<file path="config.mk">
export PLATFORM = sky130hd
export DESIGN_NAME = hart_sequencer_flat
export DESIGN_NICKNAME = d
export VERILOG_FILES = /design/src/rtl/hart_sequencer_pkg.sv /design/src/rtl/hart_sequencer_if.sv /design/src/rtl/hart_sequencer_mem_port_mux.sv /design/src/rtl/hart_sequencer.sv /design/src/flat_wrapper.sv
export SDC_FILE = /design/constraint.sdc
export NUM_CORES = 1
export LEC_CHECK = 0
export ABC_AREA = 1
export CAP_MARGIN = 40
export CORE_AREA = 2 2 178 180
export DETAILED_ROUTE_END_ITERATION = 7
export DIE_AREA = 0 0 180 182
export PLACE_DENSITY = 0.61
export RECOVER_POWER = 25
export REMOVE_ABC_BUFFERS = 1
export SKIP_LAST_GASP = 1
export SYNTH_ARGS = -nofsm -noshare
export SYNTH_HDL_FRONTEND = slang
export SYNTH_SLANG_ARGS = --single-unit
export TNS_END_PERCENT = 10
</file>
<file path="constraint.sdc">
create_clock -name clk -period 2.3 [get_ports clk]
set_input_delay 0.345 -clock clk [delete_from_list [all_inputs] [get_ports clk]]
set_output_delay 0.345 -clock clk [all_outputs]
set_load 0.01 [all_outputs]
</file>
<file path="src/rtl/hart_sequencer_pkg.sv">
// Shared ISA types for the hart sequencer: data width, memory request
// record, write-width and sequencer state encodings.
package isa_types;

    localparam int unsigned XLEN = 32;

    localparam logic [XLEN-1:0] PC_STEP = XLEN'(4);

    typedef enum logic [1:0] {
        write_byte,
        write_half,
        write_word
    } mem_width_t;

    typedef struct packed {
        logic [XLEN-1:0] addr;
        logic [XLEN-1:0] wdata;
        logic            wenable;
        mem_width_t      wwidth;
    } mem_control_t;

    typedef enum logic [2:0] {
        HS_RESET,
        HS_FETCH,
        HS_LOAD,
        HS_WRITEBACK,
        HS_HALTED,
        HS_FAULT
    } hart_seq_state_t;

    typedef enum logic [1:0] {
        MSEL_NONE,
        MSEL_FETCH,
        MSEL_LOAD,
        MSEL_WB
    } mem_sel_t;

endpackage

</file>
<file path="src/rtl/hart_sequencer_if.sv">
// Stage handshake, memory and writeback bundle between the sequencer
// (master) and the stage/memory/register-file environment (slave).
interface hart_sequencer_if;
    import isa_types::*;

    logic              fetch_enable;
    logic              load_enable;
    logic              wb_enable;
    logic              fetch_complete;
    logic              load_complete;
    logic              wb_complete;
    mem_control_t      fetch_mem_ctrl;
    mem_control_t      load_mem_ctrl;
    mem_control_t      wb_mem_ctrl;
    mem_control_t      mem_ctrl;
    logic              wb_rd_enable;
    logic [4:0]        wb_rd;
    logic [XLEN-1:0]   wb_rd_val;
    logic              wb_jump_enable;
    logic [XLEN-1:0]   wb_jump_target;
    logic              halt_req;
    logic [XLEN-1:0]   pc;
    logic              rf_wenable;
    logic [4:0]        rf_waddr;
    logic [XLEN-1:0]   rf_wdata;
    logic [31:0]       retire_count;
    logic              halted;
    logic              fault;

    modport master (
        output fetch_enable, load_enable, wb_enable,
        input  fetch_complete, load_complete, wb_complete,
        input  fetch_mem_ctrl, load_mem_ctrl, wb_mem_ctrl,
        output mem_ctrl,
        input  wb_rd_enable, wb_rd, wb_rd_val,
        input  wb_jump_enable, wb_jump_target,
        input  halt_req,
        output pc, rf_wenable, rf_waddr, rf_wdata,
        output retire_count, halted, fault
    );

    modport slave (
        input  fetch_enable, load_enable, wb_enable,
        output fetch_complete, load_complete, wb_complete,
        output fetch_mem_ctrl, load_mem_ctrl, wb_mem_ctrl,
        input  mem_ctrl,
        output wb_rd_enable, wb_rd, wb_rd_val,
        output wb_jump_enable, wb_jump_target,
        output halt_req,
        input  pc, rf_wenable, rf_waddr, rf_wdata,
        input  retire_count, halted, fault
    );

endinterface

</file>
<file path="src/rtl/hart_sequencer_mem_port_mux.sv">
// Selects which stage owns the memory port; fetch and load are forced to
// read-only, and an idle port presents a harmless byte-width read.
module mem_port_mux
    import isa_types::*;
(
    input  mem_sel_t     sel_i,
    input  mem_control_t fetch_i,
    input  mem_control_t load_i,
    input  mem_control_t wb_i,
    output mem_control_t mem_o
);

    always_comb begin
        mem_o         = '0;
        mem_o.wenable = 1'b0;
        mem_o.wwidth  = write_byte;
        unique case (sel_i)
            MSEL_FETCH: begin
                mem_o         = fetch_i;
                mem_o.wenable = 1'b0;
            end
            MSEL_LOAD: begin
                mem_o         = load_i;
                mem_o.wenable = 1'b0;
            end
            MSEL_WB: begin
                mem_o = wb_i;
            end
            default: ;
        endcase
    end

endmodule

</file>
<file path="src/rtl/hart_sequencer.sv">
// Multi-cycle hart control: sequences fetch/load/writeback stages, owns the
// pc and retire counter, and routes the shared memory port.
module hart_sequencer
    import isa_types::*;
#(
    parameter logic [XLEN-1:0] RESET_PC = 32'h0000_0000
) (
    input  logic                clk,
    input  logic                reset,
    hart_sequencer_if.master    bus
);

    hart_seq_state_t state_q, state_d;
    logic [XLEN-1:0] pc_q, pc_d;
    logic [31:0]     retire_q, retire_d;

    logic            wb_fire;
    logic            jump_misaligned;
    mem_sel_t        mem_sel;
    mem_control_t    mem_ctrl_w;

    logic            fetch_en_w, load_en_w, wb_en_w;
    logic            halted_w, fault_w, rf_we_w;

    assign wb_fire         = (state_q == HS_WRITEBACK) && bus.wb_complete;
    assign jump_misaligned = bus.wb_jump_enable && (bus.wb_jump_target[1:0] != 2'b00);

    always_ff @(posedge clk or posedge reset) begin
        if (reset) begin
            state_q  <= HS_RESET;
            pc_q     <= RESET_PC;
            retire_q <= '0;
        end else begin
            state_q  <= state_d;
            pc_q     <= pc_d;
            retire_q <= retire_d;
        end
    end

    always_comb begin
        state_d  = state_q;
        pc_d     = pc_q;
        retire_d = retire_q;
        unique case (state_q)
            HS_RESET:  state_d = HS_FETCH;
            HS_FETCH:  if (bus.fetch_complete) state_d = HS_LOAD;
            HS_LOAD:   if (bus.load_complete)  state_d = HS_WRITEBACK;
            HS_WRITEBACK: begin
                if (wb_fire) begin
                    // A faulting jump still retires, but the pc keeps the faulting address.
                    retire_d = retire_q + 32'd1;
                    if (jump_misaligned) begin
                        state_d = HS_FAULT;
                    end else begin
                        pc_d    = bus.wb_jump_enable ? bus.wb_jump_target : pc_q + PC_STEP;
                        state_d = bus.halt_req ? HS_HALTED : HS_FETCH;
                    end
                end
            end
            HS_HALTED: if (!bus.halt_req) state_d = HS_FETCH;
            HS_FAULT:  state_d = HS_FAULT;
            default:   state_d = HS_RESET;
        endcase
    end

    always_comb begin
        fetch_en_w = 1'b0;
        load_en_w  = 1'b0;
        wb_en_w    = 1'b0;
        halted_w   = 1'b0;
        fault_w    = 1'b0;
        mem_sel    = MSEL_NONE;
        unique case (state_q)
            HS_FETCH: begin
                fetch_en_w = 1'b1;
                mem_sel    = MSEL_FETCH;
            end
            HS_LOAD: begin
                load_en_w = 1'b1;
                mem_sel   = MSEL_LOAD;
            end
            HS_WRITEBACK: begin
                wb_en_w = 1'b1;
                mem_sel = MSEL_WB;
            end
            HS_HALTED: halted_w = 1'b1;
            HS_FAULT:  fault_w  = 1'b1;
            default: ;
        endcase
        rf_we_w = wb_fire && bus.wb_rd_enable && (bus.wb_rd != 5'd0);
    end

    mem_port_mux u_mem_port_mux (
        .sel_i   (mem_sel),
        .fetch_i (bus.fetch_mem_ctrl),
        .load_i  (bus.load_mem_ctrl),
        .wb_i    (bus.wb_mem_ctrl),
        .mem_o   (mem_ctrl_w)
    );

    assign bus.fetch_enable = fetch_en_w;
    assign bus.load_enable  = load_en_w;
    assign bus.wb_enable    = wb_en_w;
    assign bus.halted       = halted_w;
    assign bus.fault        = fault_w;
    assign bus.mem_ctrl     = mem_ctrl_w;
    assign bus.rf_wenable   = rf_we_w;
    assign bus.rf_waddr     = bus.wb_rd;
    assign bus.rf_wdata     = bus.wb_rd_val;
    assign bus.pc           = pc_q;
    assign bus.retire_count = retire_q;

endmodule
</file>
<file path="src/flat_wrapper.sv">
// flat-port wrapper written by rule: the top's interface ports become plain ports
module hart_sequencer_flat import isa_types::*;
#(
    parameter logic [XLEN-1:0] RESET_PC = 32'h0000_0000
)
  (clk, reset, bus_fetch_enable, bus_load_enable, bus_wb_enable, bus_fetch_complete, bus_load_complete, bus_wb_complete, bus_fetch_mem_ctrl, bus_load_mem_ctrl, bus_wb_mem_ctrl, bus_mem_ctrl, bus_wb_rd_enable, bus_wb_rd, bus_wb_rd_val, bus_wb_jump_enable, bus_wb_jump_target, bus_halt_req, bus_pc, bus_rf_wenable, bus_rf_waddr, bus_rf_wdata, bus_retire_count, bus_halted, bus_fault);
  hart_sequencer_if bus_i ();
  input  logic clk;
  input  logic reset;
  output wire logic [$bits(bus_i.fetch_enable)-1:0] bus_fetch_enable;
  output wire logic [$bits(bus_i.load_enable)-1:0] bus_load_enable;
  output wire logic [$bits(bus_i.wb_enable)-1:0] bus_wb_enable;
  input wire logic [$bits(bus_i.fetch_complete)-1:0] bus_fetch_complete;
  input wire logic [$bits(bus_i.load_complete)-1:0] bus_load_complete;
  input wire logic [$bits(bus_i.wb_complete)-1:0] bus_wb_complete;
  input wire logic [$bits(bus_i.fetch_mem_ctrl)-1:0] bus_fetch_mem_ctrl;
  input wire logic [$bits(bus_i.load_mem_ctrl)-1:0] bus_load_mem_ctrl;
  input wire logic [$bits(bus_i.wb_mem_ctrl)-1:0] bus_wb_mem_ctrl;
  output wire logic [$bits(bus_i.mem_ctrl)-1:0] bus_mem_ctrl;
  input wire logic [$bits(bus_i.wb_rd_enable)-1:0] bus_wb_rd_enable;
  input wire logic [$bits(bus_i.wb_rd)-1:0] bus_wb_rd;
  input wire logic [$bits(bus_i.wb_rd_val)-1:0] bus_wb_rd_val;
  input wire logic [$bits(bus_i.wb_jump_enable)-1:0] bus_wb_jump_enable;
  input wire logic [$bits(bus_i.wb_jump_target)-1:0] bus_wb_jump_target;
  input wire logic [$bits(bus_i.halt_req)-1:0] bus_halt_req;
  output wire logic [$bits(bus_i.pc)-1:0] bus_pc;
  output wire logic [$bits(bus_i.rf_wenable)-1:0] bus_rf_wenable;
  output wire logic [$bits(bus_i.rf_waddr)-1:0] bus_rf_waddr;
  output wire logic [$bits(bus_i.rf_wdata)-1:0] bus_rf_wdata;
  output wire logic [$bits(bus_i.retire_count)-1:0] bus_retire_count;
  output wire logic [$bits(bus_i.halted)-1:0] bus_halted;
  output wire logic [$bits(bus_i.fault)-1:0] bus_fault;
  assign bus_fetch_enable = bus_i.fetch_enable;
  assign bus_load_enable = bus_i.load_enable;
  assign bus_wb_enable = bus_i.wb_enable;
  assign bus_i.fetch_complete = bus_fetch_complete;
  assign bus_i.load_complete = bus_load_complete;
  assign bus_i.wb_complete = bus_wb_complete;
  assign bus_i.fetch_mem_ctrl = bus_fetch_mem_ctrl;
  assign bus_i.load_mem_ctrl = bus_load_mem_ctrl;
  assign bus_i.wb_mem_ctrl = bus_wb_mem_ctrl;
  assign bus_mem_ctrl = bus_i.mem_ctrl;
  assign bus_i.wb_rd_enable = bus_wb_rd_enable;
  assign bus_i.wb_rd = bus_wb_rd;
  assign bus_i.wb_rd_val = bus_wb_rd_val;
  assign bus_i.wb_jump_enable = bus_wb_jump_enable;
  assign bus_i.wb_jump_target = bus_wb_jump_target;
  assign bus_i.halt_req = bus_halt_req;
  assign bus_pc = bus_i.pc;
  assign bus_rf_wenable = bus_i.rf_wenable;
  assign bus_rf_waddr = bus_i.rf_waddr;
  assign bus_rf_wdata = bus_i.rf_wdata;
  assign bus_retire_count = bus_i.retire_count;
  assign bus_halted = bus_i.halted;
  assign bus_fault = bus_i.fault;
  hart_sequencer #(.RESET_PC(RESET_PC)) u_core (.clk(clk), .reset(reset), .bus(bus_i));
endmodule
</file>
==> summary.md <==
| Metric | Value |
|---|---|
| Fin Clk Skew | 0.01492 ns |
| DRT antenna net count | 0 |
| Number of stages on the worst setup path | 7 |
| Die area | 0.03276 mm^2 |
| Multi-input gate area | 0.003336 mm^2 |
| CTS max path bufs | 2 |
| Area contributors post-synth | dfrtp_1 (29%), nand2_1 (28%), nor2_1 (8.3%) |
| Setup ws final | -0.1942 ns |
| Layout cell share with drive strength beyond 1 | 4.491% |
| Final Hold Viols | 0 |
| TritonCTS clock tree | done |
| FMAX | 400.9 MHz |
| WS Path Type | reg2out |
| Least-Margin Pin Slew | 0.8692 ns |
| CP delay by family, top | buffers and inverters |
| CP peak stage delay | 0.53 ns |
| Level count of the clock H-tree | 3 |
| CTS buffer count | 9 |
| Placed cells | 1718 |
| Vias in the first global route | 7143 |
| Required @ worst endpoint | 1.96 ns |
| Post-route cell area | 0.01030 mm^2 |
| CP Launch Type | flop |
| GRT Total Usage | 15.06% |
| Pre-CTS setup slack | 0.1382 ns |
| Clk root buf | clkbuf_16 |
| # clock sinks | 67 |
| Grt total ovfl | 0 |
| Reg area | 0.001678 mm^2 |
| Tcrit/Tclk final | 108.4% |
| Vias | 7434 |
| Clk Latency, worst-skew pair | 0.34 ns |
| Finished Layout Cells | 1739 |
| Synthesized flop and latch total | 67 |
| Leakage power | 0.004546 uW |
| Layout fillers | 3308 |
| Hold path cells | 2 |
| Initial Util | 18.48% |
| Worst VDD drop | 404.5 uV |
| EDFF count, synth | 0 |
| Pwr Density | 914.3 mW/mm^2 |
| Worst path buffer plus inverter count | 3 |
| Worst-path clk slew | 0.06 ns |
| Most used standard cell by instance count after synthesis | nand2_1 |
| Synth Instances | 975 |
| DP Wirelength | 21220 um |
| Critical path, cell by cell | nor2_1 -> nand2_1 -> inv_4 -> buf_12 -> nand2_1 -> nand2_1 -> clkdlybuf4s50_1 |
| Crit-path slowest cell | clkdlybuf4s50_1 |
| Post-Syn Area | 0.005727 mm^2 |
| Synth top area share | 29.28% |
| WL per Instance | 15.02 um |
| First-pass GRT wire length | 39030 um |
| Drt pass-1 iters | 5 |
| Hold-fix buffers at CTS | 0 |
| Ys flop type | dfrtp_1 |
| Cell count of the worst reg-to-reg path | 10 |
| WP data arrival | 2.15 ns |
| Min Tclk post-route | 2.494 ns |
| Netlist cell types | 32 |
| Outcome | finished, violations left |
| CP most frequent cell | nand2_1 |
| Failing checks | setup timing |
| CORE AREA | 0.03099 mm^2 |
| Area grow syn2layout | 79.94% |
| Top cells by count, synth | nand2_1 (425), nor2_1 (126), nand3_1 (89) |
| RSZ-0062 raised after global routing | true |
| CP max FO | 34 |
| Max-cap violation count | 0 |
| Die W | 180 um |
| Gp weighted congestion | 0.8750 |
| Vias per cell | 4.275 |
| First DRT Iteration DRCs | 403 |
| Final net count | 1611 |
| Initial antenna violation count | 1 |
| # rows | 65 |
| DRC viols | 0 |
| Largest net degree at the start of global routing | 37 |
| CP Capture Type | output port |
| Port Buf Inserts | 385 |
| Area leader, netlist | dfrtp_1 |
| Synth warn | 0 |
| Die Y | 182 um |
| Hold Crit Class | reg2reg |
| Wirelength, routed | 26130 um |
| Fraction of registers with async set/reset | 100.0% |
| DP Area | 0.009948 mm^2 |
| Final Max Tran Viols | 0 |
| Mean Syn Cell Area | 5.874 um^2 |
| Io pins | 452 |
| Rel. slew slack | 42.05% |
| Seq/Total Area, Yosys | 29.28% |
| Finish-stage setup viols | 58 |
## power breakdown
part	internal, uW	switching [uW]	leakage (uW)	total, uW
Clock	846	564	0.000146	1410
Combinational	3140	2870	0.00355	6010
Sequential	1510	486	0.000851	2000
## final timing paths
| kind | start | end | slack [ns] |
|---|---|---|---|
| worst min register to register | u_core.bus.pc[0] | u_core.bus.pc[0] | 0.50 |
| worst min-delay path | u_core.bus.pc[0] | u_core.bus.pc[0] | 0.50 |
| worst max-delay path | u_core.state_q[2] | bus_mem_ctrl[38] | -0.19 |
| worst max register to register | u_core.bus.retire_count[0] | u_core.bus.retire_count[26] | 0.29 |
| min in group asynchronous | reset | u_core.bus.retire_count[22] | 0.60 |
| max in group asynchronous | reset | u_core.bus.pc[31] | 0.32 |
## logic make-up (layout without fill, tap and decap cells)
group                    after synthesis  count (layout)  synth area share, %
adder cells (fa/ha/maj)                2               2               0.4369
other                                  0               1                    0
AO/OA/AOI/OAI                         72              72                7.494
flip-flops                            67              67                29.28
XOR/XNOR                              21              21                3.212
buffers and inverters                147             508                12.48
AND/OR/NAND/NOR                      666             666                47.11
## cells in the final DEF, fill, tap and decap left out, types with 3 or more instances in the layout
| master | netlist | routed |
|---|---|---|
| dlygate4sd2_1 | 0 | 6 |
| nand3b_1 | 5 | 5 |
| clkdlybuf4s50_1 | 0 | 372 |
| dlymetal6s2s_1 | 0 | 6 |
| inv_2 | 3 | 3 |
| nor2_4 | 3 | 3 |
| xor2_1 | 11 | 11 |
| o21ai_0 | 27 | 27 |
| nor3_1 | 7 | 7 |
| xnor2_1 | 10 | 10 |
| clkinv_4 | 0 | 3 |
| nand3_1 | 89 | 89 |
| clkbuf_16 | 0 | 9 |
| nand2_1 | 425 | 425 |
| nor2_1 | 126 | 126 |
| a21oi_1 | 14 | 14 |
| dfrtp_1 | 67 | 66 |
| buf_4 | 39 | 22 |
| a22oi_1 | 24 | 24 |
| buf_12 | 0 | 6 |
| inv_1 | 71 | 71 |
| a31oi_1 | 3 | 3 |
| nand4_1 | 4 | 4 |
## metal layers
layer	share of wire, %	up-vias	GRT usage [%]
li1	-	3740	-
met1	43	3340	19.14
met2	47	330	24.70
met3	8.8	22	4.894
met4	1.2	2	3.382
met5	0.17	-	1.037
## tightest hold or removal path, cell delays in order (launching register included)
cell     delay, ns
dfrtp_1       0.38
inv_1         0.05
nor2_1        0.03
## repair_timing
action                     CTS  global route
gates cloned                 1             0
gates resized for setup      7             8
buffers inserted             3             0
setup endpoints to repair   71            71
## stage by stage
step / TNS (ns) / hold slack [ns] / utilization, % / total power [uW]
2_1_floorplan: -6.441 / 0.4848 / - / 4383
3_3_place_gp: 0 / 0.4891 / 32.11 / 7965
3_5_place_dp: 0 / 0.4893 / 32.11 / 8009
4_1_cts: -11.54 / 0.3521 / 33.25 / 9557
5_1_grt: -15.78 / 0.5229 / 33.25 / 10140
6_report: -7.757 / 0.4971 / 33.26 / 9422
## area by class of cell
class                   instances  area share (%)
multi-input cells             761           32.37
clock buffers                   9           2.186
inverters                      75           2.756
clock inverters                 7          0.7528
flip-flops and latches         67           16.28
well taps                     402           4.881
repair buffers                417           40.75
diodes                          1         0.02428
## state kept, by name, indices dropped and copies added, names as in the netlist
name                     flops
u_core.bus.pc               32
u_core.bus.retire_count     32
u_core.state_q               3
Note: power is estimated with default switching activity, not from simulation.
